### config.mk
export PLATFORM = sky130hd
export DESIGN_NAME = counter_4bit
export DESIGN_NICKNAME = d
export VERILOG_FILES = /design/src/rtl/counter_4bit.sv
export SDC_FILE = /design/constraint.sdc
export NUM_CORES = 1
export LEC_CHECK = 0
export BUFFER_PORTS_ARGS = -buffer_cell sky130_fd_sc_hd__buf_2
export CAP_MARGIN = 20
export CORE_AREA = 8 8 45 47
export CTS_CLUSTER_DIAMETER = 200
export DETAILED_ROUTE_END_ITERATION = 8
export DIE_AREA = 0 0 53 55
export GPL_TIMING_DRIVEN = 0
export PLACE_DENSITY = 0.4
export SLEW_MARGIN = 20
export SYNTH_ARGS = -nofsm -noshare
export SYNTH_HDL_FRONTEND = slang
export SYNTH_SLANG_ARGS = --single-unit
### constraint.sdc
create_clock -name clk -period 1.5 [get_ports clk]
set_clock_uncertainty 0.1 [all_clocks]
set_input_delay 0.15 -clock clk [delete_from_list [all_inputs] [get_ports clk]]
set_output_delay 0.15 -clock clk [all_outputs]
set_load 0.02 [all_outputs]
### src/rtl/counter_4bit.sv
// ---------------------------------------------------------------------------
// counter_4bit
//
// Free-running synchronous up-counter used as a timebase or sequence
// generator. It advances by STEP on every rising clock edge and wraps to 0
// whenever the next value would exceed MAX. There is no enable or load: the
// counter runs on every clock unless reset is asserted.
//
// Parameters
//   WIDTH  counter width in bits (count output width)
//   STEP   increment per clock, 1 .. (2**WIDTH)-1
//   MAX    terminal value, MAX <= (2**WIDTH)-1; the step that would pass
//          MAX lands on 0 instead
//
// Ports
//   clk    in   1      single clock, all state changes on the rising edge
//   reset  in   1      synchronous active-high reset, priority over counting
//   count  out  WIDTH  current value, driven straight from the register
//
// Handshake: none. The block has no valid/ready interface; count is valid on
// every cycle after the first reset edge and is undefined before it.
// ---------------------------------------------------------------------------
module counter_4bit #(
    parameter int WIDTH = 4,
    parameter int STEP  = 1,
    parameter int MAX   = 15
) (
    input  logic             clk,
    input  logic             reset,
    output logic [WIDTH-1:0] count
);

    // Step and terminal value widened by one bit so count + STEP cannot
    // overflow before it is compared against MAX.
    localparam logic [WIDTH:0] STEP_W = (WIDTH + 1)'(STEP);
    localparam logic [WIDTH:0] MAX_W  = (WIDTH + 1)'(MAX);

    logic [WIDTH:0] sum;

    assign sum = {1'b0, count} + STEP_W;

    // Reset is sampled only at the edge; between edges count simply holds.
    always_ff @(posedge clk) begin
        if (reset) begin
            count <= '0;
        end else if (sum > MAX_W) begin
            count <= '0;
        end else begin
            count <= sum[WIDTH-1:0];
        end
    end

endmodule

==> results_tabular.tex, run 1 <==
\begin{tabular}{lr}
\hline
Metric & Value \\
\hline
\multicolumn{2}{l}{\textbf{Outcome}} \\
Outcome & finished clean \\
\multicolumn{2}{l}{\textbf{Placement}} \\
Number of buffers inserted by port buffering & 5 \\
Final Wtd Congestion & 0.6679 \\
DP Wirelength & 364.8 um \\
\# placed instances & 41 \\
\multicolumn{2}{l}{\textbf{Finish}} \\
Proportion of layout cells with a drive suffix above 1 & 50.00\% \\
Net count of the finished layout & 35 \\
Sequential cell area & 85.08 sq um \\
Flip-flop count of the largest register, all copies and words added & 4 \\
Most flops, register & count \\
Area growth syn-to-layout & 58.79\% \\
Area occupied by multi-input gates & 143.9 sq um \\
N\_diodes & 0 \\
Post-Route Utilization & 23.69\% \\
Fill count & 152 \\
Final std cells w/o fill & 46 \\
Registers with the highest flip-flop counts & count x4 \\
\multicolumn{2}{l}{\textbf{Worst setup path}} \\
Largest stage delay on the critical path & 350 ps \\
Worst R2R Setup Slack & 30 ps \\
Maximum fanout along the worst path & 4 \\
Capture point of the worst reg-to-reg path & count[1]\$\_SDFF\_PP0\_ \\
Startpoint of the worst-slack reg-to-reg timing path & count[0]\$\_SDFF\_PP0\_ \\
Critical path required time & 1550 ps \\
Arrival time of the worst setup path & 1520 ps \\
Cell breakdown of the critical path & inv\_1 -> ha\_4 -> nor3\_4 -> maj3\_2 -> a211oi\_1 \\
Cells on worst reg2reg path & 5 \\
Cell family with the largest share of critical-path delay & adder cells \\
Type of the worst setup path & reg2reg \\
Kind of start point of the critical path & register \\
Master of the slowest instance on the critical path & dfxtp\_4 \\
Type of element capturing the critical path & register \\
Crit path buffers/inverters & 1 \\
\multicolumn{2}{l}{\textbf{Pwr}} \\
Part of the power in the clock network & 41.4\% \\
Share of total power consumed by net switching & 28.95\% \\
Worst voltage drop across the vdd grid & 0.4956 mV \\
Cell internal power dissipation & 0.0002546 W \\
Combinational cell fraction of total power & 22.9\% \\
Sequential share of power & 35.7\% \\
Leakage component of the power & 0.1315 nW \\
Net switching component of the power & 0.0001038 W \\
Ratio of total power to cell area & 1093 mW/mm\^{}2 \\
\multicolumn{2}{l}{\textbf{Synth}} \\
Sequential area share after synthesis & 38.79\% \\
Yosys warning count & 0 \\
Number of standard cells after synthesis & 20 \\
Mean cell area of the mapped netlist & 10.32 sq um \\
Number of different library cells in the post-synthesis netlist & 11 \\
Fraction of post-synthesis cell area in the top cell type by area & 38.79\% \\
Most area-consuming cells after synthesis & dfxtp\_1 (39\%), a211oi\_1 (15\%), ha\_1 (12\%) \\
Post-synthesis cell type with the largest combined area & dfxtp\_1 \\
Netlist area before placement & 206.4 sq um \\
Count of state elements after synthesis & 4 \\
Total nets after synthesis & 24 \\
\multicolumn{2}{l}{\textbf{Route}} \\
DRC Markers & 0 \\
Vias after detailed routing & 195 \\
Initial DRC Count & 0 \\
WL/cell & 11.30 um \\
Via count normalized by instance count & 4.239 \\
Post-Route WL & 520 um \\
First-pass detailed-route iteration total & 1 \\
Remaining antenna violation count & 0 \\
\multicolumn{2}{l}{\textbf{Floorplanning}} \\
Area of the core & 0.001384 sq mm \\
Die H & 55 um \\
IO Count & 6 \\
DIE AREA & 0.002915 sq mm \\
Starting Density & 14.92\% \\
X dimension of the die & 53 um \\
Site row count & 14 \\
\multicolumn{2}{l}{\textbf{Timing}} \\
Time the worst path needs with I/O delays and setup & 1469 ps \\
Unrepaired setup endpoints after global routing & yes \\
Actual transition at the worst max-transition pin & 344.5 ps \\
Share of the cycle needed by the critical path after routing & 97.91\% \\
Setup-violating endpoint count in the final report & 0 \\
Normalized max-slew margin & 76.97\% \\
Endpoints failing hold & 0 \\
Slew Viols, Final & 0 \\
Peak clock frequency supported by timing & 680.9 MHz \\
\multicolumn{2}{l}{\textbf{Hold path}} \\
Worst hold path type & in2reg \\
Start point of the worst hold path & reset \\
Hold worst-path end & count[0]\$\_SDFF\_PP0\_ \\
Worst hold stages & 2 \\
\multicolumn{2}{l}{\textbf{CTS}} \\
Clock latency at the later pin of the worst-skew pair & 240 ps \\
Clock edge transition at the registers on the reported setup and hold paths & 40 ps \\
Maximum buffer depth of the clock tree & 2 \\
Number of hold-repair buffers added at the cts stage & 0 \\
Cell chosen for the clock root & clkbuf\_4 \\
Clock tree from TritonCTS & built \\
Number of H-tree branching levels & 1 \\
Clk sink count & 4 \\
TritonCTS buffer count & 3 \\
\multicolumn{2}{l}{\textbf{GRT}} \\
Pin count of the biggest net entering global routing & 7 \\
Total Routing Usage GR & 4.212\% \\
Overflow left after global routing & 0 \\
First-pass GRT wire length & 869 um \\
Number of global-route vias before repair & 201 \\
Initial antenna violation count & 0 \\
\multicolumn{2}{l}{\textbf{Run}} \\
\# Max-Cap Violations & 0 \\
\hline
\end{tabular}
[stage by stage]
step           hold slack [ps]  cell area [sq um]  total power, W  setup slack [ps]  TNS [ps]
2_1_floorplan            118.7              230.2       0.0001821           0.09870         0
3_3_place_gp             287.5              275.3       0.0002005            -2.772    -6.207
3_5_place_dp             296.0              275.3       0.0002020            -21.53    -33.64
4_1_cts                  35.50              321.6       0.0003667             31.86         0
5_1_grt                  49.40              327.8       0.0003866            -34.86    -43.96
6_report                 55.10              327.8       0.0003584             31.28         0
[power groups by stage]
stage	clock (W)	combinational, W	sequential (W)
6_report	0.000148	0.0000820	0.000128
2_1_floorplan	0	0.0000415	0.000141
5_1_grt	0.000166	0.0000903	0.000130
3_3_place_gp	0	0.0000683	0.000132
4_1_cts	0.000158	0.0000808	0.000128
3_5_place_dp	0	0.0000697	0.000132
[cell type report]
cell class                      count  share of cell area (%)
Timing Repair Buffer                6                   13.74
Clock buffer                        4                   8.015
Tap cell                           16                   6.107
Multi-Input combinational cell     14                   43.89
Sequential cell                     4                   25.95
Inverter                            2                   2.290
[worst max-delay path by stage]
| stage | end | cells past startpoint | from | slack, ps |
|---|---|---|---|---|
| final | count[1]$_SDFF_PP0_ | 5 | count[0]$_SDFF_PP0_ | 30 |
| after global routing | count[3]$_SDFF_PP0_ | 4 | count[0]$_SDFF_PP0_ | -30 |
| after CTS | count[0]$_SDFF_PP0_ | 5 | count[0]$_SDFF_PP0_ | 30 |
| after detailed placement | count[3]$_SDFF_PP0_ | 5 | count[0]$_SDFF_PP0_ | -20 |
| after global placement | count[1]$_SDFF_PP0_ | 5 | count[0]$_SDFF_PP0_ | -3 |
| after floorplan | count[1]$_SDFF_PP0_ | 5 | count[0]$_SDFF_PP0_ | 0.1 |
[layout by cell type, fill, tap and decap left out, drive strengths merged]
master / count
a2111oi: 1
nor3: 1
a211oi: 4
buf: 6
nand4b: 1
maj3: 1
a211o: 1
dfxtp: 4
clkbuf: 4
ha: 2
xnor2: 1
nor2: 2
inv: 2
[synth_stat cells]
cell / count
a211o_1: 1
ha_1: 2
xnor2_1: 1
maj3_2: 1
nor2_1: 2
a211oi_1: 4
nor3_2: 1
dfxtp_1: 4
inv_1: 2
nand4b_1: 1
a2111oi_0: 1
[logic make-up (layout without fill, tap and decap cells)]
group,after synthesis,after routing,share of synthesized area (%)
compound gates,6,6,23.03
xor+xnor,1,1,4.243
fa+ha+maj,3,3,17.57
buf+inv,2,12,3.638
flops,4,4,38.79
simple gates,4,4,12.73
[timing repair]
| action | in CTS | in global routing |
|---|---|---|
| pin swaps | 1 | 0 |
| setup endpoints to repair | 3 | 2 |
| buffers inserted | 1 | 0 |
| gates resized for setup | 0 | 2 |
[per-layer routing]
metal | vias to the layer above | part of all wire, % | track usage [%]
met5 | - | 0 | 0
met4 | 0 | 0 | 0
met3 | 0 | 10 | 4.278
met2 | 6 | 45 | 5.859
met1 | 93 | 45 | 4.726
li1 | 96 | - | -
[worst reg2reg max path, delay by kind of cell (launching register included)]
family | cells | cell delay, ps
buffers and inverters | 1 | 60
flip-flops | 1 | 350
AND/OR/NAND/NOR | 1 | 50
adder cells (fa/ha/maj) | 2 | 600
AO/OA/AOI/OAI | 1 | 220
Power figures use the tool's default switching activity.
==> inputs of run 2 (changes only) <==
--- a/config.mk
+++ b/config.mk
@@ -6,4 +6,5 @@
 export NUM_CORES = 1
 export LEC_CHECK = 0
+export ABC_AREA = 1
 export BUFFER_PORTS_ARGS = -buffer_cell sky130_fd_sc_hd__buf_2
 export CAP_MARGIN = 20
==> constraint.sdc (replaced) <==
create_clock -name clk -period 1.5 [get_ports clk]
set_clock_uncertainty 0.1 [all_clocks]
set_input_delay 0.15 -clock clk [delete_from_list [all_inputs] [get_ports clk]]
set_output_delay 0.15 -clock clk [all_outputs]
set_load 0.005 [all_outputs]
==> run 2 against run 1 <==
Power shrank 20%. Sequential share of layout area grew 3.3 points. Highest routed layer unchanged. First-iteration DRC count grew 2.
==> results_tabular.tex, run 2 <==
\begin{tabular}{lr}
\hline
Metric & Value \\
\hline
\multicolumn{2}{l}{\textbf{CTS}} \\
Number of H-tree branching levels & 1 (unchanged) \\
Setup repair bufs after CTS & 0 (-1) \\
Clock tree from TritonCTS & built \\
Cts repair resizes & 0 (unchanged) \\
Clock edge transition at the registers on the reported setup and hold paths & 40 ps (about the same) \\
Cell chosen for the clock root & clkbuf\_4 \\
Maximum buffer depth of the clock tree & 2 (unchanged) \\
Number of hold-repair buffers added at the cts stage & 0 (unchanged) \\
Clock latency at the later pin of the worst-skew pair & 230 ps (about the same) \\
Clk sink count & 4 (unchanged) \\
TritonCTS buffer count & 3 (unchanged) \\
\multicolumn{2}{l}{\textbf{Worst setup path}} \\
Kind of start point of the critical path & register \\
Maximum fanout along the worst path & 7 (+3) \\
Type of the worst setup path & reg2reg \\
Cell family with the largest share of critical-path delay & flip-flops \\
Crit path buffers/inverters & 2 (+1) \\
Master of the slowest instance on the critical path & dfxtp\_2 \\
Critical path required time & 1510 ps (-40 ps) \\
Cell breakdown of the critical path & inv\_1 -> ha\_1 -> inv\_1 -> nand2\_1 -> nor2\_1 -> nand2\_1 -> nand2\_2 -> nor2\_1 \\
Arrival time of the worst setup path & 1380 ps (-140 ps) \\
Type of element capturing the critical path & register \\
Largest stage delay on the critical path & 380 ps (+30 ps) \\
\multicolumn{2}{l}{\textbf{Synth}} \\
Yosys warning count & 0 (unchanged) \\
Fraction of post-synthesis cell area in the top cell type by area & 38.32\% (-0.46 points) \\
Post-synthesis cell type with the largest combined area & dfxtp\_1 \\
Sequential area share after synthesis & 38.32\% (-0.46 points) \\
EDFF count, synth & 0 (unchanged) \\
Multiplexer area fraction after synthesis & 0\% (unchanged) \\
Largest family of logic cells by synthesized area & simple AND/OR/NAND/NOR gates \\
Netlist area before placement & 209.0 sq um (+1.2\%) \\
Number of standard cells after synthesis & 30 (+50\%) \\
Number of different library cells in the post-synthesis netlist & 10 (-1) \\
Total nets after synthesis & 34 (+42\%) \\
Proportion of register bits with asynchronous set or reset after synthesis & 0\% (unchanged) \\
Most common library cells after synthesis & inv\_1 (7), nand2\_1 (7), nor2\_1 (5), dfxtp\_1 (4), ha\_1 (2) \\
Most area-consuming cells after synthesis & dfxtp\_1 (38\%), inv\_1 (13\%), nand2\_1 (13\%) \\
Synth Area in Compound Gates & 3.593\% (-19 points) \\
Simple-gate portion of the synthesized area & 33.53\% (+21 points) \\
Count of state elements after synthesis & 4 (unchanged) \\
Mean cell area of the mapped netlist & 6.965 sq um (-33\%) \\
Most used flip-flop cell after synthesis & dfxtp\_1 \\
Synth Area in Adders & 11.98\% (-5.6 points) \\
Post-synthesis xor/xnor area fraction & 0\% (-4.2 points) \\
\multicolumn{2}{l}{\textbf{Timing}} \\
Peak clock frequency supported by timing & 730.6 MHz (+7.3\%) \\
Setup-violating endpoint count in the final report & 0 (unchanged) \\
Slew Viols, Final & 0 (unchanged) \\
Setup total negative slack & 0 ps (unchanged) \\
Actual transition at the worst max-transition pin & 171.2 ps (-173.3 ps) \\
Endpoints failing hold & 0 (unchanged) \\
Normalized max-slew margin & 88.57\% (+12 points) \\
Time the worst path needs with I/O delays and setup & 1369 ps (-100.0 ps) \\
Share of the cycle needed by the critical path after routing & 91.25\% (-6.7 points) \\
Unrepaired setup endpoints after global routing & no \\
\multicolumn{2}{l}{\textbf{Finish}} \\
Net count of the finished layout & 44 (+26\%) \\
Registers with the highest flip-flop counts & count x4 \\
Area growth syn-to-layout & 32.93\% \\
N\_diodes & 0 (unchanged) \\
Most flops, register & count \\
Post-Route Utilization & 20.07\% (-3.6 points) \\
Commonest cells after routing, fill and taps aside & inv\_1 (7), nand2\_1 (7), nor2\_1 (5), buf\_2 (5) \\
Proportion of layout cells with a drive suffix above 1 & 26.32\% (-24 points) \\
Flip-flop count of the largest register, all copies and words added & 4 (unchanged) \\
Fin area & 277.8 sq um (-15\%) \\
\multicolumn{2}{l}{\textbf{GRT}} \\
Initial antenna violation count & 0 (unchanged) \\
Total Routing Usage GR & 3.277\% (-0.94 points) \\
Pin count of the biggest net entering global routing & 8 (+1) \\
First-pass GRT wire length & 655 um (-25\%) \\
Number of global-route vias before repair & 168 (-16\%) \\
Overflow left after global routing & 0 (unchanged) \\
\multicolumn{2}{l}{\textbf{Route}} \\
First-pass detailed-route iteration total & 4 (+3) \\
Initial DRC Count & 2 (+2) \\
Vias after detailed routing & 196 (+0.51\%) \\
DRC Markers & 0 (unchanged) \\
Remaining antenna violation count & 0 (unchanged) \\
Post-Route WL & 404 um (-22\%) \\
WL/cell & 7.481 um (-34\%) \\
Via count normalized by instance count & 3.630 (-14\%) \\
\multicolumn{2}{l}{\textbf{Floorplanning}} \\
X dimension of the die & 53 um (unchanged) \\
Area of the core & 0.001384 sq mm (unchanged) \\
Starting Density & 15.10\% (+0.18 points) \\
DIE AREA & 0.002915 sq mm (unchanged) \\
Site row count & 14 (unchanged) \\
IO Count & 6 (unchanged) \\
Die H & 55 um (unchanged) \\
\multicolumn{2}{l}{\textbf{Outcome}} \\
Outcome & finished clean \\
\multicolumn{2}{l}{\textbf{Placement}} \\
Final Wtd Congestion & 0.6785 (+1.6\%) \\
DP Wirelength & 335.2 um (-8.1\%) \\
Number of buffers inserted by port buffering & 5 (unchanged) \\
Area post-placement & 254.0 sq um (-7.7\%) \\
\multicolumn{2}{l}{\textbf{Pwr}} \\
Worst voltage drop across the vdd grid & 0.4710 mV (-5.0\%) \\
Leakage component of the power & 0.1495 nW (+14\%) \\
Ratio of total power to cell area & 1030 mW/mm\^{}2 (-5.8\%) \\
\multicolumn{2}{l}{\textbf{Run}} \\
\# Max-Cap Violations & 0 (unchanged) \\
\multicolumn{2}{l}{\textbf{Hold path}} \\
Worst hold path type & in2reg \\
\hline
\end{tabular}
-- run 2: changes by cell type after synthesis, sizes merged, moves of 3 or more --
| cell | change |
|---|---|
| nor2 | +3 |
| inv | +5 |
| a211oi | -4 |
| nand2 | +8 |
-- run 2: stage by stage --
step                hold WS [ps]  instances  setup WS, ps   power, W
finish                     190.8         54         131.3  0.0002862
CTS                        190.7         54         30.88  0.0002960
global route               219.3         54         32.60  0.0003118
floorplan                  329.5         30         151.2  0.0001449
detailed placement         405.9         51         36.37  0.0001586
global placement           407.3         51         34.75  0.0001584
-- run 2: where the power goes --
group	total [W]	internal [W]	switching, W
registers	0.000124	0.000114	0.00000936
logic	0.0000320	0.0000155	0.0000166
clock network	0.000131	0.0000892	0.0000413
-- run 2: cell type report --
| type | instances | area (sq um) |
|---|---|---|
| Fill cell | 158 | 1106 |
| Multi-Input combinational cell | 19 | 102.6 |
| Sequential cell | 4 | 81.33 |
| Inverter | 7 | 26.28 |
| Timing Repair Buffer | 5 | 25.02 |
| Clock buffer | 3 | 22.52 |
| Tap cell | 16 | 20.02 |
-- run 2: per-layer routing --
layer / track usage, % / vias to the layer above / part of all wire [%]
met5: 0 / - / 0
met3: 3.209 / 0 / 6.4
met2: 5.273 / 4 / 49
li1: - / 108 / -
met1: 2.731 / 84 / 45
met4: 1.293 / 0 / 0
-- run 2: path summary, 6_finish.rpt --
kind | startpoint | end | slack [ps] | depth (start not counted)
worst max register to register | count[0]$_SDFF_PP0_ | count[0]$_SDFF_PP0_ | 130 | 8
worst max-delay path | count[0]$_SDFF_PP0_ | count[0]$_SDFF_PP0_ | 130 | 8
worst min register to register | count[0]$_SDFF_PP0_ | count[0]$_SDFF_PP0_ | 370 | 1
worst min-delay path | reset | count[3]$_SDFF_PP0_ | 190 | 5
-- run 2: logic make-up after synthesis --
family,count (synthesis)
compound gates,1
buf+inv,7
fa+ha+maj,2
simple gates,16
flops,4
-- run 2: worst reg2reg max path, delay by kind of cell (launching register included) --
family,cells,cell delay [ps]
fa+ha+maj,1,300
flops,1,380
simple gates,5,380
buf+inv,2,110
